--- config.mk ---
export PLATFORM = sky130hd
export DESIGN_NAME = fb_rect_writer_flat
export DESIGN_NICKNAME = d
export VERILOG_FILES = /design/src/rtl/fb_pkg.sv /design/src/rtl/fb_rect_writer_if.sv /design/src/rtl/fb_rect_clip.sv /design/src/rtl/fb_rect_writer.sv /design/src/flat_wrapper.sv
export SDC_FILE = /design/constraint.sdc
export NUM_CORES = 1
export LEC_CHECK = 0
export CAP_MARGIN = 30
export CORE_MARGIN = 2
export CORE_UTILIZATION = 50
export CTS_CLUSTER_SIZE = 40
export DETAILED_ROUTE_END_ITERATION = 8
export GPL_TIMING_DRIVEN = 0
export HOLD_SLACK_MARGIN = 0.06
export PLACE_DENSITY_LB_ADDON = 0.12
export SKIP_CTS_REPAIR_TIMING = 1
export SYNTH_ARGS = -nofsm -noshare
export SYNTH_HDL_FRONTEND = slang
export SYNTH_SLANG_ARGS = --single-unit
--- constraint.sdc ---
create_clock -name clk -period 4.6 [get_ports clk]
set_input_delay 0.92 -clock clk [delete_from_list [all_inputs] [get_ports clk]]
set_output_delay 0.92 -clock clk [all_outputs]
set_load 0.02 [all_outputs]
--- src/rtl/fb_pkg.sv ---
// ---------------------------------------------------------------------------
// fb_pkg
// Shared constants and types for the 160x120 virtual framebuffer and the
// drawing stages that write into it.
//   VIRT_W / VIRT_H      : virtual screen size in pixels
//   PIXEL_VIRTUAL_SIZE   : physical pixels per virtual pixel (read side)
//   MEMORY_SIZE          : framebuffer depth in words
//   ADDR_W / COLOR_W     : framebuffer address and colour widths
//   fill_state_t         : rectangle writer FSM encoding
//   rect_geom_t          : rectangle geometry (shared with future writers)
//   rect_cmd_t           : full fill command (geometry + colour)
// ---------------------------------------------------------------------------
package fb_pkg;

    localparam int VIRT_W             = 160;
    localparam int VIRT_H             = 120;
    localparam int PIXEL_VIRTUAL_SIZE = 4;
    localparam int MEMORY_SIZE        = VIRT_W * VIRT_H;
    localparam int ADDR_W             = 15;
    localparam int COLOR_W            = 24;

    typedef enum logic [1:0] {
        ST_IDLE,
        ST_SETUP,
        ST_FILL,
        ST_DONE
    } fill_state_t;

    typedef struct packed {
        logic [7:0] x0;
        logic [7:0] y0;
        logic [7:0] w;
        logic [7:0] h;
    } rect_geom_t;

    typedef struct packed {
        rect_geom_t         geom;
        logic [COLOR_W-1:0] color;
    } rect_cmd_t;

endpackage

--- src/rtl/fb_rect_writer_if.sv ---
// ---------------------------------------------------------------------------
// fb_rect_writer_if
// Command and write-stream signals of the rectangle writer.
//   slave  : the writer block (accepts commands, produces writes)
//   master : the surrounding system (issues commands, sinks writes)
// Signals:
//   cmd_valid/cmd_ready            command handshake
//   cmd_x0/cmd_y0/cmd_w/cmd_h      rectangle geometry
//   cmd_color                      fill colour {R,G,B}
//   wr_addr/wr_data/wr_en/wr_ready framebuffer write stream
//   busy/done                      command status
// ---------------------------------------------------------------------------
interface fb_rect_writer_if;
    import fb_pkg::*;

    logic               cmd_valid;
    logic               cmd_ready;
    logic [7:0]         cmd_x0;
    logic [7:0]         cmd_y0;
    logic [7:0]         cmd_w;
    logic [7:0]         cmd_h;
    logic [COLOR_W-1:0] cmd_color;
    logic [ADDR_W-1:0]  wr_addr;
    logic [COLOR_W-1:0] wr_data;
    logic               wr_en;
    logic               wr_ready;
    logic               busy;
    logic               done;

    modport slave (
        input  cmd_valid, cmd_x0, cmd_y0, cmd_w, cmd_h, cmd_color, wr_ready,
        output cmd_ready, wr_addr, wr_data, wr_en, busy, done
    );

    modport master (
        output cmd_valid, cmd_x0, cmd_y0, cmd_w, cmd_h, cmd_color, wr_ready,
        input  cmd_ready, wr_addr, wr_data, wr_en, busy, done
    );

endinterface

--- src/rtl/fb_rect_clip.sv ---
// ---------------------------------------------------------------------------
// fb_rect_clip
// Purely combinational clipper: maps a rectangle to the virtual screen.
//   geom       : x0, y0, w, h of the requested rectangle
//   x_end      : exclusive right bound, min(x0+w, VIRT_W)
//   y_end      : exclusive bottom bound, min(y0+h, VIRT_H)
//   empty      : nothing of the rectangle lands on screen
//   start_addr : column-major address of (x0, y0); meaningful only if !empty
// ---------------------------------------------------------------------------
module fb_rect_clip
    import fb_pkg::*;
(
    input  rect_geom_t        geom,
    output logic [7:0]        x_end,
    output logic [7:0]        y_end,
    output logic              empty,
    output logic [ADDR_W-1:0] start_addr
);

    // 9-bit sums so x0+w / y0+h cannot wrap before the clamp.
    logic [8:0] x_sum;
    logic [8:0] y_sum;

    always_comb begin
        x_sum = {1'b0, geom.x0} + {1'b0, geom.w};
        y_sum = {1'b0, geom.y0} + {1'b0, geom.h};

        // Both bounds are <= 160, so the low 8 bits hold them exactly.
        x_end = (x_sum > 9'(VIRT_W)) ? 8'(VIRT_W) : x_sum[7:0];
        y_end = (y_sum > 9'(VIRT_H)) ? 8'(VIRT_H) : y_sum[7:0];

        empty = (geom.w == 8'd0) || (geom.h == 8'd0) ||
                (geom.x0 >= 8'(VIRT_W)) || (geom.y0 >= 8'(VIRT_H));

        start_addr = ADDR_W'(geom.x0) * ADDR_W'(VIRT_H) + ADDR_W'(geom.y0);
    end

endmodule

--- src/rtl/fb_rect_writer.sv ---
// ---------------------------------------------------------------------------
// fb_rect_writer
// Rectangle-fill drawing stage for the double-buffered 160x120 framebuffer.
// Accepts one command at a time, clips it, and streams one write per cycle
// (column-major: addr = x*VIRT_H + y, x outer, y inner) to the write port.
// Ports:
//   clk  : system clock
//   rst  : synchronous reset, active-high; forces every output to 0
//   bus  : fb_rect_writer_if.slave (command handshake, write stream,
//          busy/done status)
// ---------------------------------------------------------------------------
module fb_rect_writer
    import fb_pkg::*;
(
    input  logic               clk,
    input  logic               rst,
    fb_rect_writer_if.slave    bus
);

    fill_state_t       state;
    fill_state_t       state_nxt;

    rect_cmd_t         cmd_q;
    logic [7:0]        x_q;
    logic [7:0]        y_q;
    logic [7:0]        x_end_q;
    logic [7:0]        y_end_q;
    logic [ADDR_W-1:0] addr_q;
    logic [ADDR_W-1:0] col_step_q;

    logic [7:0]        clip_x_end;
    logic [7:0]        clip_y_end;
    logic              clip_empty;
    logic [ADDR_W-1:0] clip_start;

    logic              y_last;
    logic              x_last;
    logic              wr_fire;

    fb_rect_clip u_clip (
        .geom       (cmd_q.geom),
        .x_end      (clip_x_end),
        .y_end      (clip_y_end),
        .empty      (clip_empty),
        .start_addr (clip_start)
    );

    assign y_last  = (y_q == y_end_q - 8'd1);
    assign x_last  = (x_q == x_end_q - 8'd1);
    assign wr_fire = (state == ST_FILL) && bus.wr_ready;

    // ---------------- state register ----------------
    // NOTE: sequential state uses non-blocking (<=) so every register samples
    // pre-edge values; blocking here would create order-dependent races.
    always_ff @(posedge clk) begin
        if (rst) state <= ST_IDLE;
        else     state <= state_nxt;
    end

    // ---------------- next-state logic ----------------
    // NOTE: the default assignment first keeps every path assigned, so no
    // latch is inferred when a case arm does not mention state_nxt.
    always_comb begin
        state_nxt = state;
        case (state)
            ST_IDLE:  if (bus.cmd_valid) state_nxt = ST_SETUP;
            ST_SETUP: state_nxt = clip_empty ? ST_DONE : ST_FILL;
            ST_FILL:  if (wr_fire && y_last && x_last) state_nxt = ST_DONE;
            ST_DONE:  state_nxt = ST_IDLE;
            default:  state_nxt = ST_IDLE;
        endcase
    end

    // ---------------- outputs ----------------
    // Everything is gated by rst so the block is silent during reset even on
    // the first reset cycle, before the state register has cleared.
    always_comb begin
        bus.cmd_ready = 1'b0;
        bus.wr_en     = 1'b0;
        bus.wr_addr   = '0;
        bus.wr_data   = '0;
        bus.busy      = 1'b0;
        bus.done      = 1'b0;
        if (!rst) begin
            bus.busy = (state != ST_IDLE);
            case (state)
                ST_IDLE: bus.cmd_ready = 1'b1;
                ST_FILL: begin
                    bus.wr_en   = 1'b1;
                    bus.wr_addr = addr_q;
                    bus.wr_data = cmd_q.color;
                end
                ST_DONE: bus.done = 1'b1;
                default: ;
            endcase
        end
    end

    // ---------------- datapath ----------------
    // The address walks incrementally: +1 down a column, then a jump of
    // VIRT_H - (rows - 1) to the top of the next column. The jump is fixed
    // per command, so it is computed once in SETUP.
    always_ff @(posedge clk) begin
        if (rst) begin
            cmd_q      <= '0;
            x_q        <= '0;
            y_q        <= '0;
            x_end_q    <= '0;
            y_end_q    <= '0;
            addr_q     <= '0;
            col_step_q <= '0;
        end else begin
            case (state)
                ST_IDLE: begin
                    if (bus.cmd_valid) begin
                        cmd_q.geom.x0 <= bus.cmd_x0;
                        cmd_q.geom.y0 <= bus.cmd_y0;
                        cmd_q.geom.w  <= bus.cmd_w;
                        cmd_q.geom.h  <= bus.cmd_h;
                        cmd_q.color   <= bus.cmd_color;
                    end
                end
                ST_SETUP: begin
                    x_q        <= cmd_q.geom.x0;
                    y_q        <= cmd_q.geom.y0;
                    x_end_q    <= clip_x_end;
                    y_end_q    <= clip_y_end;
                    addr_q     <= clip_start;
                    col_step_q <= ADDR_W'(VIRT_H)
                                - (ADDR_W'(clip_y_end) - ADDR_W'(cmd_q.geom.y0) - ADDR_W'(1));
                end
                ST_FILL: begin
                    if (bus.wr_ready) begin
                        if (y_last) begin
                            y_q    <= cmd_q.geom.y0;
                            x_q    <= x_q + 8'd1;
                            addr_q <= addr_q + col_step_q;
                        end else begin
                            y_q    <= y_q + 8'd1;
                            addr_q <= addr_q + ADDR_W'(1);
                        end
                    end
                end
                default: ;
            endcase
        end
    end

endmodule

--- src/flat_wrapper.sv ---
// flat-port wrapper written by rule: the top's interface ports become plain ports
module fb_rect_writer_flat import fb_pkg::*;
  (clk, rst, bus_cmd_valid, bus_cmd_x0, bus_cmd_y0, bus_cmd_w, bus_cmd_h, bus_cmd_color, bus_wr_ready, bus_cmd_ready, bus_wr_addr, bus_wr_data, bus_wr_en, bus_busy, bus_done);
  fb_rect_writer_if bus_i ();
  input  logic clk;
  input  logic rst;
  input wire logic [$bits(bus_i.cmd_valid)-1:0] bus_cmd_valid;
  input wire logic [$bits(bus_i.cmd_x0)-1:0] bus_cmd_x0;
  input wire logic [$bits(bus_i.cmd_y0)-1:0] bus_cmd_y0;
  input wire logic [$bits(bus_i.cmd_w)-1:0] bus_cmd_w;
  input wire logic [$bits(bus_i.cmd_h)-1:0] bus_cmd_h;
  input wire logic [$bits(bus_i.cmd_color)-1:0] bus_cmd_color;
  input wire logic [$bits(bus_i.wr_ready)-1:0] bus_wr_ready;
  output wire logic [$bits(bus_i.cmd_ready)-1:0] bus_cmd_ready;
  output wire logic [$bits(bus_i.wr_addr)-1:0] bus_wr_addr;
  output wire logic [$bits(bus_i.wr_data)-1:0] bus_wr_data;
  output wire logic [$bits(bus_i.wr_en)-1:0] bus_wr_en;
  output wire logic [$bits(bus_i.busy)-1:0] bus_busy;
  output wire logic [$bits(bus_i.done)-1:0] bus_done;
  assign bus_i.cmd_valid = bus_cmd_valid;
  assign bus_i.cmd_x0 = bus_cmd_x0;
  assign bus_i.cmd_y0 = bus_cmd_y0;
  assign bus_i.cmd_w = bus_cmd_w;
  assign bus_i.cmd_h = bus_cmd_h;
  assign bus_i.cmd_color = bus_cmd_color;
  assign bus_i.wr_ready = bus_wr_ready;
  assign bus_cmd_ready = bus_i.cmd_ready;
  assign bus_wr_addr = bus_i.wr_addr;
  assign bus_wr_data = bus_i.wr_data;
  assign bus_wr_en = bus_i.wr_en;
  assign bus_busy = bus_i.busy;
  assign bus_done = bus_i.done;
  fb_rect_writer u_core (.clk(clk), .rst(rst), .bus(bus_i));
endmodule
## Yosys cells after proc, flatten, opt, wreduce, memory -nomap -nowiden

Cells that the tools add are included.

| operators by class | value |
|---|---|
| shifts and indexed selects | 0 |
| magnitude comparators | 4 |
| multiplexer cells | 26 |
| divide/modulo/power cells | 0 |
| reductions and logical operators | 15 |
| bitwise operators | 0 |
| equality and inequality tests | 9 |
| $mul | 1 |
| $add $sub $neg | 12 |

Operators with widths:

| cell | count |
|---|---|
| 15-bit 2-to-1 mux | 4 |
| 24-bit 2-to-1 mux | 2 |
| 8-bit 2-to-1 mux | 6 |
| 8-bit one-hot mux with 2 select lines | 2 |
| 15-bit one-hot mux with 2 select lines | 1 |
| 8-bit by 8-bit adder with 9-bit output | 2 |
| 8-bit by 1-bit adder with 8-bit output, second input constant | 2 |
| 8-bit == test | 2 |
| 8-bit zero test | 2 |
| 8-bit by 1-bit subtractor with 8-bit output, second input constant | 2 |
| 15-bit by 1-bit adder with 15-bit output, second input constant | 1 |
| 15-bit adder | 1 |
| 15-bit by 8-bit adder with 15-bit output | 1 |
| 15-bit by 1-bit subtractor with 15-bit output, second input constant | 1 |
| 7-bit by 15-bit subtractor with 15-bit output, first input constant | 1 |
| 8-bit by 4-bit multiplier with 12-bit output, second input constant | 1 |
| 9-bit by 7-bit greater-than comparator with 1-bit output, second input constant | 1 |
| 9-bit by 8-bit greater-than comparator with 1-bit output, second input constant | 1 |
| 8-bit by 8-bit subtractor with 9-bit output | 1 |
| 8-bit by 7-bit greater-or-equal comparator with 1-bit output, second input constant | 1 |
| 8-bit greater-or-equal comparator, second input constant | 1 |
| 1-bit 2-to-1 mux | 8 |
| 2-bit one-hot mux with 4 select lines | 1 |
| 2-bit != test, second input constant | 3 |
| 10 further kinds | 19 |

| storage, ports and cells | value |
|---|---|
| bits in writable memories | 0 |
| bits in latches | 0 |
| memories kept | 0 |
| logic and storage cells | 79 |
| bits in read-only memories | 0 |
| bits in registers | 120 |
| bits of input ports | 60 |

## Longest topological paths before layout

| logic depth | value |
|---|---|
| word-level depth | 6 |
| gate-level depth with buffers | 22 |
| depth with buffers taken out | 22 |

## Cells and area by module

Synthesis repeated with hierarchy kept, for this count alone.

| second synthesis, totals | value |
|---|---|
| cells, all modules | 1071 |
| area total of the unflattened synthesis | 8460.6 um2 |

Modules (own cells, without submodules):

| module | cells each | seq. area each (um2) | area an instance (um2) | times used |
|---|---|---|---|---|
| fb_rect_writer | 834 | 2322.2 | 6498.7 | 1 |
| fb_rect_clip | 237 | 0.0 | 1961.9 | 1 |

## Worst setup path after synthesis

Ideal clock, no wire load.

| path | value |
|---|---|
| kind | reg-to-reg |
| start | register u_core.cmd_q[40] (netlist name) |
| end | register u_core.col_step_q[8] |
| stages on the path, launching flop included | 23 |
| path buffers | 0 |
| required time | 4480 ps |
| data arrival time | 4109 ps |
| setup time | 120 ps |
| path slack | 372 ps |
| cell sequence | dfxtp_1 ha_1 inv_1 fa_1 nor2b_1 o21ai_0 a21boi_0 o21ai_0 nor4bb_1 o21ai_0 a31o_2 or2_2 ha_1 inv_1 fa_1 a21o_1 a21oi_1 xnor2_1 nand4b_1 nor2_1 nand2_1 and3_1 a211o_1 |

| on the way | value |
|---|---|
| longest elaborated chain between the ends | 6 |

Ends and longest elaborated chain:

| item | RTL line | text |
|---|---|---|
| 8-bit by 8-bit adder with 9-bit output | fb_rect_clip.sv:26 | `y_sum = {1'b0, geom.y0} + {1'b0, geom.h};` |
| 9-bit by 7-bit greater-than comparator with 1-bit output | fb_rect_clip.sv:30 | `y_end = (y_sum > 9'(VIRT_H)) ? 8'(VIRT_H) : y_sum[7:0];` |
| 8-bit 2-to-1 mux | fb_rect_clip.sv:30 |  |
| 8-bit by 8-bit subtractor with 9-bit output * | fb_rect_writer.sv:130 | `- (ADDR_W'(clip_y_end) - ADDR_W'(cmd_q.geom.y0) - ADDR_W'(1));` |
| 15-bit by 1-bit subtractor with 15-bit output * | fb_rect_writer.sv:130 |  |
| 7-bit by 15-bit subtractor with 15-bit output * | fb_rect_writer.sv:130 |  |
| end signal: assignment | fb_rect_writer.sv:129 | `col_step_q <= ADDR_W'(VIRT_H)` |
| end: declaration | fb_rect_writer.sv:29 | `logic [ADDR_W-1:0] col_step_q;` |

Mark *: on every way between the ends. The rest lies on a longest branch, timed or not.
A chain may end at the register's enable or synchronous reset.

## Worst setup path in the final report

| path | value |
|---|---|
| start | register u_core.y_end_q[0] |
| end | register u_core.addr_q[13] |

| on the way | value |
|---|---|
| longest elaborated chain between the ends | 5 |

Ends and longest elaborated chain:

| item | RTL line | text |
|---|---|---|
| start: declaration | fb_rect_writer.sv:27 | `logic [7:0] y_end_q;` |
| start signal: assignment | fb_rect_writer.sv:127 | `y_end_q <= clip_y_end;` |
| 8-bit by 1-bit subtractor with 8-bit output | fb_rect_writer.sv:48 | `assign y_last = (y_q == y_end_q - 8'd1);` |
| 8-bit == test | fb_rect_writer.sv:48 |  |
| 15-bit 2-to-1 mux | fb_rect_writer.sv:134 | `if (y_last) begin` |
| 15-bit 2-to-1 mux | fb_rect_writer.sv:133 | `if (bus.wr_ready) begin` |
| 15-bit one-hot mux with 2 select lines | fb_rect_writer.sv:113 | `case (state)` |
| end signal: assignment | fb_rect_writer.sv:128 | `addr_q <= clip_start;` |
| end signal: assignment | fb_rect_writer.sv:137 | `addr_q <= addr_q + col_step_q;` |
| end signal: assignment | fb_rect_writer.sv:140 | `addr_q <= addr_q + ADDR_W'(1);` |
| end: declaration | fb_rect_writer.sv:28 | `logic [ADDR_W-1:0] addr_q;` |

No other way between the ends. The select of a mux whose other input is x is not followed.

==> results.cfg <==
[synth]
netlist.area_leader.share_pct = 28.76
synthesis.area_sq_um = 8353
yosysWarnings = 0
ys_types = 65
synth_seq_cells = 120
synth_fp_nets = 1204
synth_top_area_cell = dfxtp_1
synth-seq-area-share_pct = 28.76
avgSynthCellArea_sq_um = 7.910
async_reset_ff_share_pct = 0
synth-edff-count = 0
netlist_top_cells_area = dfxtp_1 29%, ha_1 10%, nand2_1 6.9%
syn_inst = 1056
ys.flop_type = dfxtp_1

[layout]
antennaDiodeCount = 0
nFillCells = 1471
instances_no_fill = 1416
area_growth_pct = 24.18
nets = 1332
drive_above_1_share_pct = 5.686

[clock_network]
tritoncts = built
clk_latency_ps = 420
cts_buffer_depth = 2
cts.clk_slew.worst_paths_ps = 50
cts_root_buf = clkbuf_16
cts_buffers = 17
cts.sinks = 120
htreeDepth = 4

[min_path]
whs_endpoint = u_core.col_step_q[10]
min_path_type = reg -> reg
min_path_cells = 1
holdCritStartpoint = u_core.col_step_q[10]

[die]
start_util_pct = 50.73
die_x_um = 133.3
chipHeight_um = 133.3
core_sq_um = 16470
ios = 103
dieArea_sq_um = 17760
rows = 47

[global_routing]
grtUsageMet2_pct = 41.38
groute.usage.overall_pct = 26.36
grt_pass1_wl_um = 37200
grt_max_degree = 17
use_met3_pct = 6.202
grt-busiest-layer = met2
antenna_found_initial = 0
gr-total-overflow = 0
grt_pass1_vias = 7338
use_met1_pct = 36.21

[detailed_routing]
finalWirelength_um = 23200
routedWlPerCell_um = 16.38
vias_per_cell = 5.528
vias = 7827
drc = 0
dr.pass1.iters = 6
ant_nets = 0
first_iter_violations = 565

[pwr]
power.internal_mw = 3.514
switching_share_pct = 42.69
power_frac_seq_pct = 25.9
powerDensity_nw_per_um2 = 591.2
clkPwrFrac_pct = 21.5
switching_power_mw = 2.617
vdd_drop_max_uv = 330.8
p_leak_nw = 4.367
combPwrFrac_pct = 52.6

[critical_path]
rrSetupSlack_ps = 230
endpoint_kind = flop
arrival_ps = 4700
rr_endpoint = u_core.addr_q[13]
crit_type = reg -> reg
startpoint_type = flop
required_ps = 4940
critPathMaxFanout = 6
r2r_cells = 15
rr_startpoint = u_core.y_end_q[0]

[sta]
fin_setup_tns_ps = 0
finalCriticalPeriod_ps = 4365
fmax_ghz = 0.2291
fin_skew_ps = 18.04
hold_slack_ps = 444.1
hold_violations = 0
final-setup-viol-count = 0
rsz0062_at_grt = no
finalMaxSlewViolations = 0
slew_headroom_pct = 51.60
worstMarginPinSlew_ps = 726.0
period_share_pct = 94.90

[placed_design]
dp_hpwl_um = 17720
dp.cells = 1379
gp_congestion = 0.8667
portBuffers = 102

[outcome]
status = completed

[run]
drv_cap = 0
[cells in the mapped netlist, types with 3 or more instances]
| cell type | count |
|---|---|
| clkbuf_1 | 34 |
| nor4_1 | 6 |
| inv_1 | 57 |
| a22oi_1 | 6 |
| o21a_1 | 7 |
| a21oi_1 | 99 |
| o31a_1 | 3 |
| nand4_1 | 6 |
| mux2i_1 | 17 |
| nor2_1 | 88 |
| nand3_1 | 12 |
| nor3b_1 | 3 |
| dfxtp_1 | 120 |
| ha_1 | 70 |
| o22ai_1 | 3 |
| a21boi_0 | 3 |
| a2111oi_0 | 3 |
| xnor2_1 | 37 |
| a2bb2oi_1 | 6 |
| a32o_1 | 5 |
| nand3b_1 | 4 |
| and3_1 | 10 |
| buf_1 | 11 |
| o21bai_1 | 5 |
| a31oi_1 | 6 |
| fa_1 | 18 |
| o31ai_1 | 5 |
| or3_1 | 9 |
| and2_1 | 55 |
| nor3_1 | 16 |
| a211oi_1 | 24 |
| xor2_1 | 21 |
| o21ai_0 | 41 |
| o211ai_1 | 8 |
| nor2b_1 | 16 |
| nand2b_1 | 10 |
| nand2_1 | 154 |
| a21o_1 | 19 |
[flip-flops by register name, summed over array words and instances (netlist names)]
| signal | flops |
|---|---|
| u_core.cmd_q | 56 |
| u_core.addr_q | 15 |
| u_core.col_step_q | 15 |
| u_core.x_end_q | 8 |
| u_core.x_q | 8 |
| u_core.y_end_q | 8 |
| u_core.y_q | 8 |
| u_core.state | 2 |
[power by group through the flow]
stage | Sequential (mW) | Combinational, mW | Clock, mW
2_1_floorplan | 1.50 | 2.34 | 0
3_3_place_gp | 1.60 | 2.99 | 0
3_5_place_dp | 1.60 | 3.05 | 0
4_1_cts | 1.58 | 3.07 | 1.33
5_1_grt | 1.63 | 3.58 | 1.37
6_report | 1.59 | 3.23 | 1.32
[critical path, cell delays in order, from the launching register on]
cell and delay, ps:
dfxtp_1 370, or4_4 600, nor4b_2 290, o211ai_1 190, a211oi_4 390, buf_4 220
and2_1 160, ha_1 280, and3_1 180, a2111o_1 470, a22o_1 260, o211ai_1 210
o21ai_0 140, xnor2_1 140, and3_1 180, a211oi_1 200
[cells by family (layout without fill, tap and decap cells)]
group           count (synthesis)  in the layout  share of synthesized area [%]
fa+ha+maj                      88             88                          14.80
mux                            17             17                          2.037
simple gates                  403            403                          23.02
other cells                     1              1                        0.04489
compound gates                264            264                          20.34
buf+inv                       105            245                          4.913
flops                         120            120                          28.76
xor+xnor                       58             58                          6.082
[how the worst max path moves through the flow]
stage                 startpoint                   end  slack (ps)  cells after the start
3_5_place_dp    u_core.cmd_q[40]  u_core.col_step_q[8]        -240                     22
6_report       u_core.y_end_q[0]     u_core.addr_q[13]         230                     15
3_3_place_gp    u_core.cmd_q[40]  u_core.col_step_q[8]        -160                     22
2_1_floorplan   u_core.cmd_q[40]  u_core.col_step_q[8]         370                     22
4_1_cts         u_core.cmd_q[40]  u_core.col_step_q[8]        -290                     22
5_1_grt          u_core.state[0]       bus_wr_data[10]         0.1                      8
[metal layers]
| layer | vias up | share of wire (%) |
|---|---|---|
| met5 | - | 0 |
| met4 | 0 | 2.0 |
| met3 | 41 | 8.2 |
| met2 | 310 | 43 |
| met1 | 3567 | 47 |
| li1 | 3909 | - |
[area by class of cell]
cell class	instances	area (sq um)	area share, %
flip-flops and latches	120	2410	23.23
clock inverters	8	95.09	0.9168
repair buffers	109	1074	10.35
well taps	220	275.3	2.654
multi-input cells	831	5615	54.14
inverters	57	214.0	2.063
plain buffers	48	201.4	1.942
clock buffers	23	488.0	4.704
[through the flow]
stage               total power [mW]  instance area [sq um]  setup WS, ps  util [%]
floorplan                      3.837                   8353         371.7         -
global placement               4.588                   9649        -164.0     58.60
detailed placement             4.647                   9657        -237.4     58.65
CTS                            5.973                  10240        -285.1     62.19
global route                   6.576                  10370        0.1259     62.99
finish                         6.132                  10370         234.6     62.99
[placed cells by master, fill, tap and decap left out, types with 18 or more instances in the layout]
| cell | instances |
|---|---|
| inv_1 | 57 |
| a21oi_1 | 96 |
| o21ai_0 | 36 |
| xnor2_1 | 34 |
| xor2_1 | 21 |
| clkdlybuf4s50_1 | 102 |
| ha_1 | 69 |
| a211oi_1 | 24 |
| nand2_1 | 152 |
| dfxtp_1 | 116 |
| a21o_1 | 19 |
| and2_1 | 55 |
| nor2_1 | 87 |
| fa_1 | 18 |
| clkbuf_1 | 35 |
Power figures use the tool's default switching activity.
